## src/rtl/boot_pkg.sv

```systemverilog
// Shared definitions for the serial boot loader: state encoding and checksum width.
package boot_pkg;
    localparam int CSUM_W = 8;
    typedef logic [CSUM_W-1:0] csum_t;

    localparam logic [2:0] RX_ADDR  = 3'd0;
    localparam logic [2:0] RX_COUNT = 3'd1;
    localparam logic [2:0] RX_DATA  = 3'd2;
    localparam logic [2:0] WRITE    = 3'd3;
    localparam logic [2:0] RX_CSUM  = 3'd4;
    localparam logic [2:0] DONE     = 3'd5;
    localparam logic [2:0] ERROR    = 3'd6;

    function automatic logic is_rx_state(input logic [2:0] s);
        return (s == RX_ADDR) || (s == RX_COUNT) || (s == RX_DATA) || (s == RX_CSUM);
    endfunction
endpackage

```

## src/rtl/byte_packer.sv

```systemverilog
// Big-endian byte-to-word assembler; word_o is valid combinationally alongside the 4th byte.
// Zero latency (last_o/word_o qualify the current byte); no backpressure, caller gates byte_vld_i.
module byte_packer (
    input  logic        clock,
    input  logic        reset,
    input  logic        byte_vld_i,
    input  logic [7:0]  byte_i,
    output logic [1:0]  idx_o,
    output logic        last_o,
    output logic [31:0] word_o
);
    logic [23:0] shift_q;
    logic [1:0]  idx_q;

    always_ff @(posedge clock or posedge reset) begin
        if (reset) begin
            shift_q <= '0;
            idx_q   <= '0;
        end else if (byte_vld_i) begin
            shift_q <= {shift_q[15:0], byte_i};
            idx_q   <= idx_q + 2'd1;
        end
    end

    assign idx_o  = idx_q;
    assign last_o = byte_vld_i && (idx_q == 2'd3);
    assign word_o = {shift_q, byte_i};
endmodule

```

## src/rtl/boot_sequencer.sv

```systemverilog
// Serial boot loader: receives address, count, data words and XOR checksum, writes words to memory.
// One word write per 4 data bytes plus a 1-cycle WRITE state; serial_rden_out drops during WRITE/DONE/ERROR.
module boot_sequencer
    import boot_pkg::*;
#(
    parameter logic [31:0] MAX_WORDS      = 32'd65536,
    parameter logic [31:0] TIMEOUT_CYCLES = 32'd1000000
) (
    input  logic        clock,
    input  logic        reset,
    input  logic [7:0]  serial_in,
    input  logic        serial_valid_in,
    output logic        serial_rden_out,
    output logic [31:0] mem_addr_out,
    output logic [31:0] mem_wdata_out,
    output logic        mem_we_out,
    output logic        cpu_stall_out,
    output logic        load_done_out,
    output logic        error_out,
    output logic [31:0] words_loaded_out
);
    logic [2:0]  state_q, state_d;
    logic [31:0] base_q, base_d;
    logic [31:0] count_q, count_d;
    logic [31:0] words_q, words_d;
    logic [31:0] addr_q, addr_d;
    logic [31:0] wdata_q, wdata_d;
    logic [31:0] idle_q, idle_d;
    csum_t       csum_q, csum_d;

    logic        accept;
    logic        pack_vld;
    logic [1:0]  pack_idx;
    logic        pack_last;
    logic [31:0] pack_word;
    logic        idle_counting;
    logic        timeout;

    assign accept   = serial_rden_out && serial_valid_in;
    assign pack_vld = accept && (state_q != RX_CSUM);

    byte_packer u_packer (
        .clock      (clock),
        .reset      (reset),
        .byte_vld_i (pack_vld),
        .byte_i     (serial_in),
        .idx_o      (pack_idx),
        .last_o     (pack_last),
        .word_o     (pack_word)
    );

    // The host may wait forever before the first address byte, so the watchdog only arms once a packet starts.
    assign idle_counting = (state_q == RX_COUNT) || (state_q == RX_DATA) || (state_q == RX_CSUM) ||
                           ((state_q == RX_ADDR) && (pack_idx != 2'd0));
    assign timeout       = idle_counting && !accept && (idle_q >= TIMEOUT_CYCLES - 32'd1);

    always_comb begin
        state_d = state_q;
        base_d  = base_q;
        count_d = count_q;
        words_d = words_q;
        addr_d  = addr_q;
        wdata_d = wdata_q;
        csum_d  = csum_q;
        idle_d  = idle_q;

        if (accept) begin
            idle_d = '0;
        end else if (idle_counting) begin
            idle_d = idle_q + 32'd1;
        end

        if (pack_vld) begin
            csum_d = csum_q ^ serial_in;
        end

        case (state_q)
            RX_ADDR: begin
                if (pack_last) begin
                    base_d  = pack_word;
                    state_d = (pack_word[1:0] != 2'b00) ? ERROR : RX_COUNT;
                end
            end
            RX_COUNT: begin
                if (pack_last) begin
                    count_d = pack_word;
                    if (pack_word > MAX_WORDS) begin
                        state_d = ERROR;
                    end else if (pack_word == 32'd0) begin
                        state_d = RX_CSUM;
                    end else begin
                        state_d = RX_DATA;
                    end
                end
            end
            RX_DATA: begin
                if (pack_last) begin
                    wdata_d = pack_word;
                    addr_d  = base_q + {words_q[29:0], 2'b00};
                    state_d = WRITE;
                end
            end
            WRITE: begin
                words_d = words_q + 32'd1;
                state_d = ((words_q + 32'd1) == count_q) ? RX_CSUM : RX_DATA;
            end
            RX_CSUM: begin
                if (accept) begin
                    state_d = (serial_in == csum_q) ? DONE : ERROR;
                end
            end
            DONE:    state_d = DONE;
            ERROR:   state_d = ERROR;
            default: state_d = ERROR;
        endcase

        if (timeout) begin
            state_d = ERROR;
        end
    end

    always_ff @(posedge clock or posedge reset) begin
        if (reset) begin
            state_q <= RX_ADDR;
            base_q  <= '0;
            count_q <= '0;
            words_q <= '0;
            addr_q  <= '0;
            wdata_q <= '0;
            csum_q  <= '0;
            idle_q  <= '0;
        end else begin
            state_q <= state_d;
            base_q  <= base_d;
            count_q <= count_d;
            words_q <= words_d;
            addr_q  <= addr_d;
            wdata_q <= wdata_d;
            csum_q  <= csum_d;
            idle_q  <= idle_d;
        end
    end

    assign serial_rden_out  = is_rx_state(state_q);
    assign mem_we_out       = (state_q == WRITE);
    assign mem_addr_out     = addr_q;
    assign mem_wdata_out    = wdata_q;
    assign cpu_stall_out    = (state_q != DONE);
    assign load_done_out    = (state_q == DONE);
    assign error_out        = (state_q == ERROR);
    assign words_loaded_out = words_q;
endmodule
```

## config.mk

```make
export PLATFORM = sky130hd
export DESIGN_NAME = boot_sequencer
export DESIGN_NICKNAME = d
export VERILOG_FILES = /design/src/rtl/boot_pkg.sv /design/src/rtl/byte_packer.sv /design/src/rtl/boot_sequencer.sv
export SDC_FILE = /design/constraint.sdc
export NUM_CORES = 1
export LEC_CHECK = 0
export CORE_MARGIN = 8
export CORE_UTILIZATION = 49
export CTS_CLUSTER_DIAMETER = 150
export DETAILED_ROUTE_END_ITERATION = 8
export PLACE_DENSITY = 0.7
export SYNTH_ARGS = -nofsm -noshare
export SYNTH_HDL_FRONTEND = slang
export SYNTH_HIERARCHICAL = 1
export SYNTH_SLANG_ARGS = --single-unit
```

## constraint.sdc

```tcl
create_clock -name clock -period 8.7 [get_ports clock]
set_clock_uncertainty 0.15 [all_clocks]
set_input_delay 0.87 -clock clock [delete_from_list [all_inputs] [get_ports clock]]
set_output_delay 0.87 -clock clock [all_outputs]
set_load 0.02 [all_outputs]
```

Word level (Yosys, flattened, before mapping)
Cells that the tools add are included.
{"block": "totals", "register_bits": 229, "out_inout_bits": 101, "input_bits": 11}
{"block": "classes", "n_addsub": 4, "order_cmp": 2, "n_reduce_logical": 22, "bitwise_logic": 1, "eq_ne": 15, "muxes": 13}
{"op": "$add A32 B1 Y32 const B", "n": 2}
{"op": "$mux W32", "n": 2}
{"op": "$add A32 B32 Y32", "n": 1}
{"op": "$eq A32 B32 Y1", "n": 1}
{"op": "$ge A32 B20 Y1 const B", "n": 1}
{"op": "$gt A32 B17 Y1 const B", "n": 1}
{"op": "$logic_not A32 Y1", "n": 1}
{"op": "$mux W3", "n": 9}
{"op": "$ne A3 B3 Y1 const B", "n": 6}
{"op": "$pmux W3 S6", "n": 1}
{"op": "$eq A3 B3 Y1 const B", "n": 3}
{"op": "$eq A8 B8 Y1", "n": 1}
{"op": "$xor A8 B8 Y8", "n": 1}
{"op": "$eq A3 B2 Y1 const B", "n": 2}
{"op": "$logic_and A1 B1 Y1", "n": 6}
{"op": "$logic_or A1 B1 Y1", "n": 6}
{"op": "$reduce_and A2 Y1", "n": 3}
{"op": "$reduce_bool A2 Y1", "n": 3}
{"op": "$reduce_and A4 Y1", "n": 1}
{"op": "$eq A3 B1 Y1 const B", "n": 1}
{"op": "$logic_not A3 Y1", "n": 1}
{"op": "$add A2 B1 Y2 const B", "n": 1}
{"op": "$eq A2 B2 Y1 const B", "n": 1}
{"op": "$mux W2", "n": 1}
{"op": "$logic_not A1 Y1", "n": 1}

Logic depth before layout (Yosys ltp)
Gate-level depths: netlist of the first run.
{"block": "depth", "ltp_word": 10, "ltp_mapped": 13}

By module
The synthesis of the first run kept the hierarchy.
{"mod": "boot_sequencer", "area_each_um2": 10954.3, "seq_area_each_um2": 5079.9, "cells_each": 1117, "instances": 1}
{"mod": "byte_packer", "area_each_um2": 1142.3, "seq_area_each_um2": 650.6, "cells_each": 66, "instances": 1}

Worst setup path after synthesis of the first run
OpenSTA, ideal clock, no wires.
{"block": "synth_path", "kind": "input-to-reg", "from": "in serial_valid_in", "to": "reg count_q[10]", "setup_ps": 125, "arrival_time_ps": 3091, "n_path_buf": 4, "path_slack_ps": 5334, "cell_stages": 9, "path_cell_list": "and3b_1 > clkbuf_1 > buf_6 > buf_12 > and2_1 > nand2b_1 > nor3b_1 > clkbuf_1 > mux2_2"}
{"block": "synth_between", "elab_chain_cells": 4}
{"item": "start, declared", "line": "boot_sequencer.sv:12", "text": "input logic serial_valid_in,"}
{"item": "$logic_and A1 B1 Y1", "line": "boot_sequencer.sv:39", "text": "assign accept = serial_rden_out && serial_valid_in;"}
{"item": "$logic_and A1 B1 Y1", "line": "boot_sequencer.sv:40", "text": "assign pack_vld = accept && (state_q != RX_CSUM);"}
{"item": "via pack_vld", "line": "boot_sequencer.sv:32", "text": "logic pack_vld;"}
{"item": "$logic_and A1 B1 Y1", "line": "byte_packer.sv:26", "text": "assign last_o = byte_vld_i && (idx_q == 2'd3);"}
{"item": "via pack_last", "line": "boot_sequencer.sv:34", "text": "logic pack_last;"}
{"item": "$reduce_and A2 Y1 (no source line)"}
{"item": "end signal, assigned", "line": "boot_sequencer.sv:135", "text": "count_q <= count_d;"}
{"item": "end, declared", "line": "boot_sequencer.sv:24", "text": "logic [31:0] count_q, count_d;"}
The timed path passes the listed nets, and every way through them passes these cells.
A chain may end at the register's enable or synchronous reset.

Final worst setup path of the first run
{"block": "layout_path", "from": "in serial_valid_in", "to": "reg addr_q[30] (netlist: mem_addr_out[30])"}
{"block": "layout_between", "elab_chain_cells": 4}
{"item": "$logic_and A1 B1 Y1", "line": "boot_sequencer.sv:39"}
{"item": "$logic_and A1 B1 Y1", "line": "boot_sequencer.sv:40"}
{"item": "$logic_and A1 B1 Y1", "line": "byte_packer.sv:26"}
{"item": "via pack_last", "line": "boot_sequencer.sv:34"}
{"item": "$reduce_and A2 Y1 (no source line)"}
{"item": "end signal, assigned", "line": "boot_sequencer.sv:137", "text": "addr_q <= addr_d;"}
{"item": "end, declared", "line": "boot_sequencer.sv:26", "text": "logic [31:0] addr_q, addr_d;"}
The timed path passes the listed nets, and every way through them passes these cells.

==> impl_metrics.yaml, run 1 <==
cts:
  cts_sinks: 229
  cts.clk_slew.worst_paths_ns: 0.06
  ctsResizeCount: 0
  htree_levels: 1
  numCtsBuffers: 25
  clk_latency_ns: 0.52
  cts_buffer_depth: 3
  root_buffer: "clkbuf_16"
  cts-hold-fix-buffers: 0
  cts_tree: "built"
  post_cts_buffers: 0
die:
  row_count: 57
  start_util_pct: 49.9
  core_area_um2: 24200
  die_w_um: 173
  die_h_um: 173
  ios: 112
  die-area_um2: 30000
routing:
  vias: 8859
  dr.pass1.iters: 5
  drc: 0
  wl_um: 28800
  vias_per_cell: 5.51
  ant_nets: 0
  drtIter0Drc: 491
  wl_per_cell_um: 17.9
timing:
  worstMarginPinSlew_ns: 1.03
  fmaxAchievable_mhz: 242
  rsz0062_at_grt: "no"
  setup_viol: 0
  hold_viol: 0
  finalSetupTns_ns: 0
  fin_crit_ns: 4.13
  slew_viol_final: 0
  slew_headroom_pct: 31.6
  min_period_over_period_pct: 47.5
worst_setup_path:
  path_cells: "clkdlybuf4s50_1, and3b_2, and2_1, nand2b_1, nor2_1, and2_1, buf_4, nand3b_1, or4_1, o2111ai_1"
  cp.arrival_ns: 4.41
  reg2reg_depth: 10
  crit_slowest_cell: "and3b_2"
  cp-end-kind: "register"
  crit_required_ns: 8.99
  critPathLaunchType: "primary input"
  cpMostUsedCell: "and2_1"
  path_delay_family: "simple AND/OR/NAND/NOR gates"
  path_class: "primary input to register"
  path_depth: 10
  cp_num_buf_inv: 2
  worstPathMaxFanout: 35
  cp_slowest_stage_delay_ns: 0.79
global_route:
  gr-total-overflow: 0
  grt_max_degree: 120
  grt_pass1_wl_um: 47800
  grt_pass1_vias: 8827
  grt_util_all_layers_pct: 19.2
  antenna_found_initial: 0
synth:
  ys_seq_area_share_pct: 47.4
  synth-edff-count: 0
  ys_warn_count: 6
  synthesis.nets: 1227
  synthCells: 1183
  synthArstFlopShare_pct: 100
  avgSynthCellArea_um2: 10.2
  ys.flop_type: "dfrtp_1"
  synthDistinctLibCells: 75
  netlist_area_um2: 12100
  synth-seq-cells: 229
final_layout:
  design_area_um2: 14300
  drive_above_1_share_pct: 12.6
  final_cell_mix: "229 x dfrtp_1, 192 x nand2_1, 111 x clkdlybuf4s50_1"
  layout_commonest_cell: "dfrtp_1"
  stdcell_count: 1608
  antennaDiodeCount: 0
  synthToLayoutAreaGrowth_pct: 18.0
  layout.nets: 1310
power_and_ir_drop:
  power_mw: 3.27
  powerDensity_nw_per_um2: 229
  power_leakage_nw: 6.55
  ir_drop_mv: 0.130
job:
  cap_violations: 0
place:
  postPlaceCellArea_um2: 13400
  finalWeightedCongestion: 0.856
  dp_hpwl_um: 20300
  numPortBuffers: 111
  placedCellCount: 1563
run_status:
  status: "finished, final reports clean"
min_path:
  hold_class: "register to register"
  worstHoldPathCells: 2
## final cells by class
| type | count | area, um^2 |
|---|---|---|
| Fill cell | 2048 | 9970 |
| Multi-Input combinational cell | 869 | 5970 |
| Sequential cell | 229 | 5730 |
| Timing Repair Buffer | 117 | 1160 |
| Clock buffer | 35 | 733 |
| Tap cell | 324 | 405 |
| Clock inverter | 10 | 185 |
| Inverter | 24 | 97.6 |
## flip-flops by register name, indices dropped and copies added (netlist names)
signal / cells
state_q: 3
base_q: 32
words_loaded_out: 32
u_packer/idx_o: 2
mem_wdata_out: 32
count_q: 32
csum_q: 8
idle_q: 32
mem_addr_out: 32
u_packer/shift_q: 24
## where the power goes
group,total (mW),switching [mW],internal (mW)
registers,1.45,0.224,1.23
clock network,1.16,0.429,0.736
logic,0.647,0.316,0.331
## final timing paths
| path | startpoint | endpoint | slack [ns] |
|---|---|---|---|
| min in group asynchronous | reset | mem_wdata_out[10] | 0.85 |
| worst max register to register | state_q[1] | mem_addr_out[30] | 4.66 |
| max in group asynchronous | reset | base_q[9] | 6.00 |
| worst min register to register | mem_wdata_out[30] | mem_wdata_out[30] | 0.32 |
| worst max-delay path | serial_valid_in | mem_addr_out[30] | 4.57 |
| worst min-delay path | mem_wdata_out[30] | mem_wdata_out[30] | 0.32 |
## routing by layer
| metal | vias to the layer above | routed length, um | part of all wire, % | GRT usage, % |
|---|---|---|---|---|
| met5 | - | 0 | 0 | 0 |
| met4 | 0 | 526 | 1.8 | 4.85 |
| met3 | 37 | 1830 | 6.4 | 4.40 |
| met2 | 196 | 13200 | 46 | 30.8 |
| met1 | 4321 | 13300 | 46 | 26.0 |
| li1 | 4305 | - | - | - |
## Yosys cell counts, drive strengths merged (7+ instances only)
cell / n / share of area (%)
o21a: 9 / 0.56
buf: 30 / 1.7
xor2: 56 / 4.1
dfrtp: 229 / 47
inv: 23 / 0.71
and2: 7 / 0.39
nand2: 194 / 6.0
clkbuf: 31 / 0.96
nand4: 22 / 1.3
nand3: 27 / 1.3
a21oi: 40 / 1.7
mux2: 90 / 8.9
nor2: 70 / 2.2
o31ai: 9 / 0.56
a21o: 9 / 0.56
nand2b: 7 / 0.36
o21ai: 51 / 2.1
nor3: 25 / 1.0
and4: 9 / 0.66
or3: 17 / 0.92
ha: 32 / 3.3
a31oi: 10 / 0.52
xnor2: 75 / 5.4
and3: 15 / 0.78
nor4: 20 / 1.2
## logic make-up (layout without fill, tap and decap cells)
kind of cell | count (synthesis) | after routing | synth area share [%]
simple gates | 438 | 438 | 17.7
fa+ha+maj | 34 | 34 | 3.57
xor+xnor | 131 | 131 | 9.48
flops | 229 | 229 | 47.4
mux | 94 | 94 | 9.27
compound gates | 172 | 172 | 9.13
buf+inv | 85 | 186 | 3.45
## through the flow
step / worst slack, ns / util, % / hold WS (ns)
after floorplan: 2.14 / - / 0.285
after global placement: 4.15 / 55.1 / 0.304
after detailed placement: 4.06 / 55.1 / 0.310
after CTS: 4.60 / 58.9 / 0.330
after global routing: 4.37 / 58.9 / 0.348
final: 4.57 / 58.9 / 0.324
## tightest hold or removal path: stages, from the launching register on
cell	delay (ns)
dfrtp_1	0.34
nand2_1	0.05
nand2_1	0.06
Note: power is estimated with default switching activity, not from simulation.
==> run 2: changes to the inputs <==
--- a/config.mk
+++ b/config.mk
@@ -9,7 +9,7 @@
 export CORE_UTILIZATION = 49
 export CTS_CLUSTER_DIAMETER = 150
 export DETAILED_ROUTE_END_ITERATION = 8
-export PLACE_DENSITY = 0.7
+export PLACE_DENSITY = 0.72
 export SYNTH_ARGS = -nofsm -noshare
 export SYNTH_HDL_FRONTEND = slang
 export SYNTH_HIERARCHICAL = 1
==> constraint.sdc (replaced) <==
create_clock -name clock -period 3.7 [get_ports clock]
set_clock_uncertainty 0.15 [all_clocks]
set_input_delay 0.37 -clock clock [delete_from_list [all_inputs] [get_ports clock]]
set_output_delay 0.37 -clock clock [all_outputs]
set_load 0.02 [all_outputs]
==> impl_metrics.yaml, run 2 (synthesis gave the netlist of run 1 again) <==
worst_setup_path:
  path_cells: "ha_1, inv_1, fa_1, nor2b_1, o2111ai_1, a31oi_1, a221o_1, a22oi_1, a21oi_1, or4_1, o2111ai_1"
  cp.arrival_ns: 3.63
  cp-end-kind: "register"
  cpMostUsedCell: "o2111ai_1"
  path_delay_family: "compound AO/OA/AOI/OAI gates"
  critPathLaunchType: "register"
  crit_slowest_cell: "dfrtp_1"
  cp_slowest_stage_delay_ns: 0.49
  path_class: "register to register"
  worstPathMaxFanout: 8
  cp_num_buf_inv: 1
  crit_required_ns: 3.98
cts:
  numCtsBuffers: 25
  htree_levels: 1
  cts_buffer_depth: 3
  clk_latency_ns: 0.53
  ctsResizeCount: 0
  cts_sinks: 229
  post_cts_buffers: 0
  root_buffer: "clkbuf_16"
  cts.clk_slew.worst_paths_ns: 0.06
  cts_tree: "built"
  cts-hold-fix-buffers: 0
final_layout:
  antennaDiodeCount: 0
  synthToLayoutAreaGrowth_pct: 19.0
  regArea_um2: 5730
  layout_commonest_cell: "dfrtp_1"
  layout.nets: 1331
  multi_input_area_um2: 5970
  drive_above_1_share_pct: 14.0
  final_cell_mix: "229 x dfrtp_1, 192 x nand2_1, 111 x clkdlybuf4s50_1"
  n_fill_cell: 2020
  stdcell_count: 1628
die:
  ios: 112
  start_util_pct: 49.9
  row_count: 57
  die_w_um: 173
  die_h_um: 173
  core_area_um2: 24200
  die-area_um2: 30000
power_and_ir_drop:
  seqPwrFrac_pct: 45.6
  p_switching_mw: 2.29
  switching_share_pct: 30.4
  ir_drop_mv: 0.301
  powerDensity_nw_per_um2: 522
  p_comb_share_pct: 20.4
  intPower_mw: 5.23
  p_clk_share_pct: 34.0
  power_leakage_nw: 6.64
global_route:
  grt_max_degree: 105
  gr-total-overflow: 0
  grt_pass1_vias: 8859
  grt_util_all_layers_pct: 19.9
  grt_pass1_wl_um: 49400
  antenna_found_initial: 1
timing:
  layout_setup_ws_ns: 0.357
  hold_viol: 0
  fmaxAchievable_mhz: 299
  fin_crit_ns: 3.34
  worstMarginPinSlew_ns: 1.04
  min_period_over_period_pct: 90.4
  slew_headroom_pct: 30.3
  setup_viol: 0
  rsz0062_at_grt: "no"
  slew_viol_final: 0
  finalSetupTns_ns: 0
routing:
  drtIter0Drc: 604
  ant_nets: 0
  drc: 0
  dr.pass1.iters: 5
  vias_per_cell: 5.62
  wl_per_cell_um: 18.5
  vias: 9157
  wl_um: 30000
place:
  finalWeightedCongestion: 0.882
  pre_cts_ws_ns: 0.330
  placedCellCount: 1584
  dp_hpwl_um: 21600
  numPortBuffers: 111
run_status:
  status: "finished, final reports clean"
min_path:
  hold_class: "primary input to async pin"
job:
  cap_violations: 0
==> run 2: power by group through the flow <==
stage | logic, mW | registers, mW | clock network, mW
2_1_floorplan | 0.867 | 3.41 | 0
3_3_place_gp | 1.51 | 3.45 | 0
3_5_place_dp | 1.55 | 3.46 | 0
4_1_cts | 1.56 | 3.42 | 2.62
5_1_grt | 1.68 | 3.47 | 2.72
6_report | 1.53 | 3.43 | 2.56
==> run 2: cell type report <==
type,instances,area share (%)
Timing Repair Buffer,138,9.30
Tap cell,324,2.82
Sequential cell,229,39.8
Clock inverter,9,0.704
Multi-Input combinational cell,869,41.5
Clock buffer,35,5.23
Inverter,24,0.652
==> run 2: worst reg2reg max path, cell delays in order (launching register included) <==
cell       delay, ns
dfrtp_1         0.49
ha_1            0.29
inv_1           0.08
fa_1            0.20
nor2b_1         0.07
o2111ai_1       0.28
a31oi_1         0.21
a221o_1         0.44
a22oi_1         0.32
a21oi_1         0.14
or4_1           0.49
o2111ai_1       0.10
==> run 2: path summary, 6_finish.rpt <==
kind / startpoint / to / slack [ns] / cells after the start
setup / recovery: words_loaded_out[0] / mem_addr_out[30] / 0.36 / 11
hold / removal: reset / idle_q[30] / 0.04 / 2
setup reg to reg: words_loaded_out[0] / mem_addr_out[30] / 0.36 / 11
hold reg to reg: mem_addr_out[21] / mem_addr_out[21] / 0.32 / 2
max in group asynchronous: reset / u_packer/shift_q[17] / 2.42 / 2
min in group clock: mem_addr_out[21] / mem_addr_out[21] / 0.32 / 2
==> run 2: per-layer routing <==
metal  vias up  wire length, um  track usage [%]
li1       4336                -                -
met1      4530            13800             27.3
met2       239            13700             31.6
met3        50             1830             4.53
met4         2              651             4.81
met5         -               13                0
==> run 2: through the flow <==
step / hold WS (ns) / power [mW] / instance area [um^2] / utilization [%]
after global placement: 0.307 / 4.96 / 13500 / 55.8
after global routing: 0.0803 / 7.86 / 14400 / 59.3
after floorplan: 0.260 / 4.28 / 12100 / -
after detailed placement: 0.311 / 5.01 / 13500 / 55.8
final: 0.0435 / 7.52 / 14400 / 59.3
after CTS: 0.0324 / 7.59 / 14400 / 59.3
==> run 3: changes to the inputs <==
--- a/config.mk
+++ b/config.mk
@@ -10,6 +10,7 @@
 export CTS_CLUSTER_DIAMETER = 150
 export DETAILED_ROUTE_END_ITERATION = 8
 export PLACE_DENSITY = 0.72
+export SLEW_MARGIN = 20
 export SYNTH_ARGS = -nofsm -noshare
 export SYNTH_HDL_FRONTEND = slang
 export SYNTH_HIERARCHICAL = 1
==> impl_metrics.yaml, run 3 (synthesis gave the netlist of run 1 again) <==
run_status:
  status: "finished, final reports clean"
timing:
  setup_viol: 0
  fmaxAchievable_mhz: 299
  finalSetupTns_ns: 0
  hold_viol: 0
  rsz0062_at_grt: "no"
  slew_headroom_pct: 33.9
  layout_setup_ws_ns: 0.357
  fin_crit_ns: 3.34
  min_period_over_period_pct: 90.4
  worstMarginPinSlew_ns: 0.985
  slew_viol_final: 0
die:
  ios: 112
  row_count: 57
  die-area_um2: 30000
  die_h_um: 173
  start_util_pct: 49.9
  die_w_um: 173
  core_area_um2: 24200
place:
  finalWeightedCongestion: 0.882
  numPortBuffers: 111
  pre_cts_ws_ns: 0.330
  dp_hpwl_um: 21600
  placedCellCount: 1584
global_route:
  gr-total-overflow: 0
  antenna_found_initial: 1
  grt_max_degree: 105
  grt_util_all_layers_pct: 19.9
  grt_pass1_vias: 8859
  grt_pass1_wl_um: 49400
power_and_ir_drop:
  ir_drop_mv: 0.301
  power_leakage_nw: 6.63
  powerDensity_nw_per_um2: 522
  power_mw: 7.52
final_layout:
  synthToLayoutAreaGrowth_pct: 19.0
  utilization_pct: 59.3
  drive_above_1_share_pct: 14.0
  layout_commonest_cell: "dfrtp_1"
  layout.nets: 1331
  stdcell_count: 1628
  antennaDiodeCount: 0
  final_cell_mix: "229 x dfrtp_1, 192 x nand2_1, 111 x clkdlybuf4s50_1"
cts:
  clk_latency_ns: 0.53
  htree_levels: 1
  cts_sinks: 229
  cts_buffer_depth: 3
  cts.clk_slew.worst_paths_ns: 0.06
  root_buffer: "clkbuf_16"
  ctsResizeCount: 0
  post_cts_buffers: 0
  cts-hold-fix-buffers: 0
  cts_tree: "built"
  numCtsBuffers: 25
routing:
  dr.pass1.iters: 5
  vias: 9156
  drc: 0
  ant_nets: 0
  wl_um: 30000
  vias_per_cell: 5.62
  wl_per_cell_um: 18.4
  drtIter0Drc: 604
min_path:
  hold_class: "primary input to async pin"
worst_setup_path:
  critPathLaunchType: "register"
  cp-end-kind: "register"
  path_class: "register to register"
  worstPathMaxFanout: 8
  crit_required_ns: 3.98
  cp.arrival_ns: 3.63
job:
  cap_violations: 0
==> run 3: through the flow <==
| stage | instance area (um^2) | hold slack [ns] |
|---|---|---|
| 6_report | 14400 | 0.0495 |
| 5_1_grt | 14400 | 0.0747 |
| 4_1_cts | 14400 | 0.0324 |
| 3_5_place_dp | 13500 | 0.311 |
| 3_3_place_gp | 13500 | 0.307 |
| 2_1_floorplan | 12100 | 0.260 |
==> run 3: power breakdown <==
part	leakage (nW)	switching (mW)	internal (mW)
Clock	0.426	1.01	1.55
Combinational	3.12	0.746	0.788
Sequential	3.08	0.531	2.89
Total	6.63	2.29	5.23
==> run 3: routing by layer <==
metal	GRT usage [%]	up-vias	wire length, um
li1	-	4336	-
met1	27.3	4525	13800
met2	31.6	243	13700
met3	4.53	50	1840
met4	4.81	2	651
met5	0	-	13
==> run 3: critical path, cell delays in order, from the launching register on <==
cell and delay (ns):
dfrtp_1 0.49, ha_1 0.29, inv_1 0.08, fa_1 0.20, nor2b_1 0.07, o2111ai_1 0.28
a31oi_1 0.21, a221o_1 0.44, a22oi_1 0.32, a21oi_1 0.14, or4_1 0.49, o2111ai_1 0.10
==> run 3: area by class of cell <==
| cell class | count | area, um^2 |
|---|---|---|
| clock inverters | 9 | 101 |
| inverters | 24 | 93.8 |
| fillers | 2020 | 9860 |
| clock buffers | 35 | 753 |
| multi-input cells | 869 | 5970 |
| well taps | 324 | 405 |
| repair buffers | 138 | 1340 |
| flip-flops and latches | 229 | 5730 |
==> run 3: final timing paths <==
kind,start,end,slack [ns],cells after the start
hold reg to reg,mem_addr_out[21],mem_addr_out[21],0.32,2
max in group asynchronous,reset,mem_addr_out[23],2.51,3
setup / recovery,words_loaded_out[0],mem_addr_out[30],0.36,11
setup reg to reg,words_loaded_out[0],mem_addr_out[30],0.36,11
min in group clock,mem_addr_out[21],mem_addr_out[21],0.32,2
hold / removal,reset,idle_q[30],0.05,2
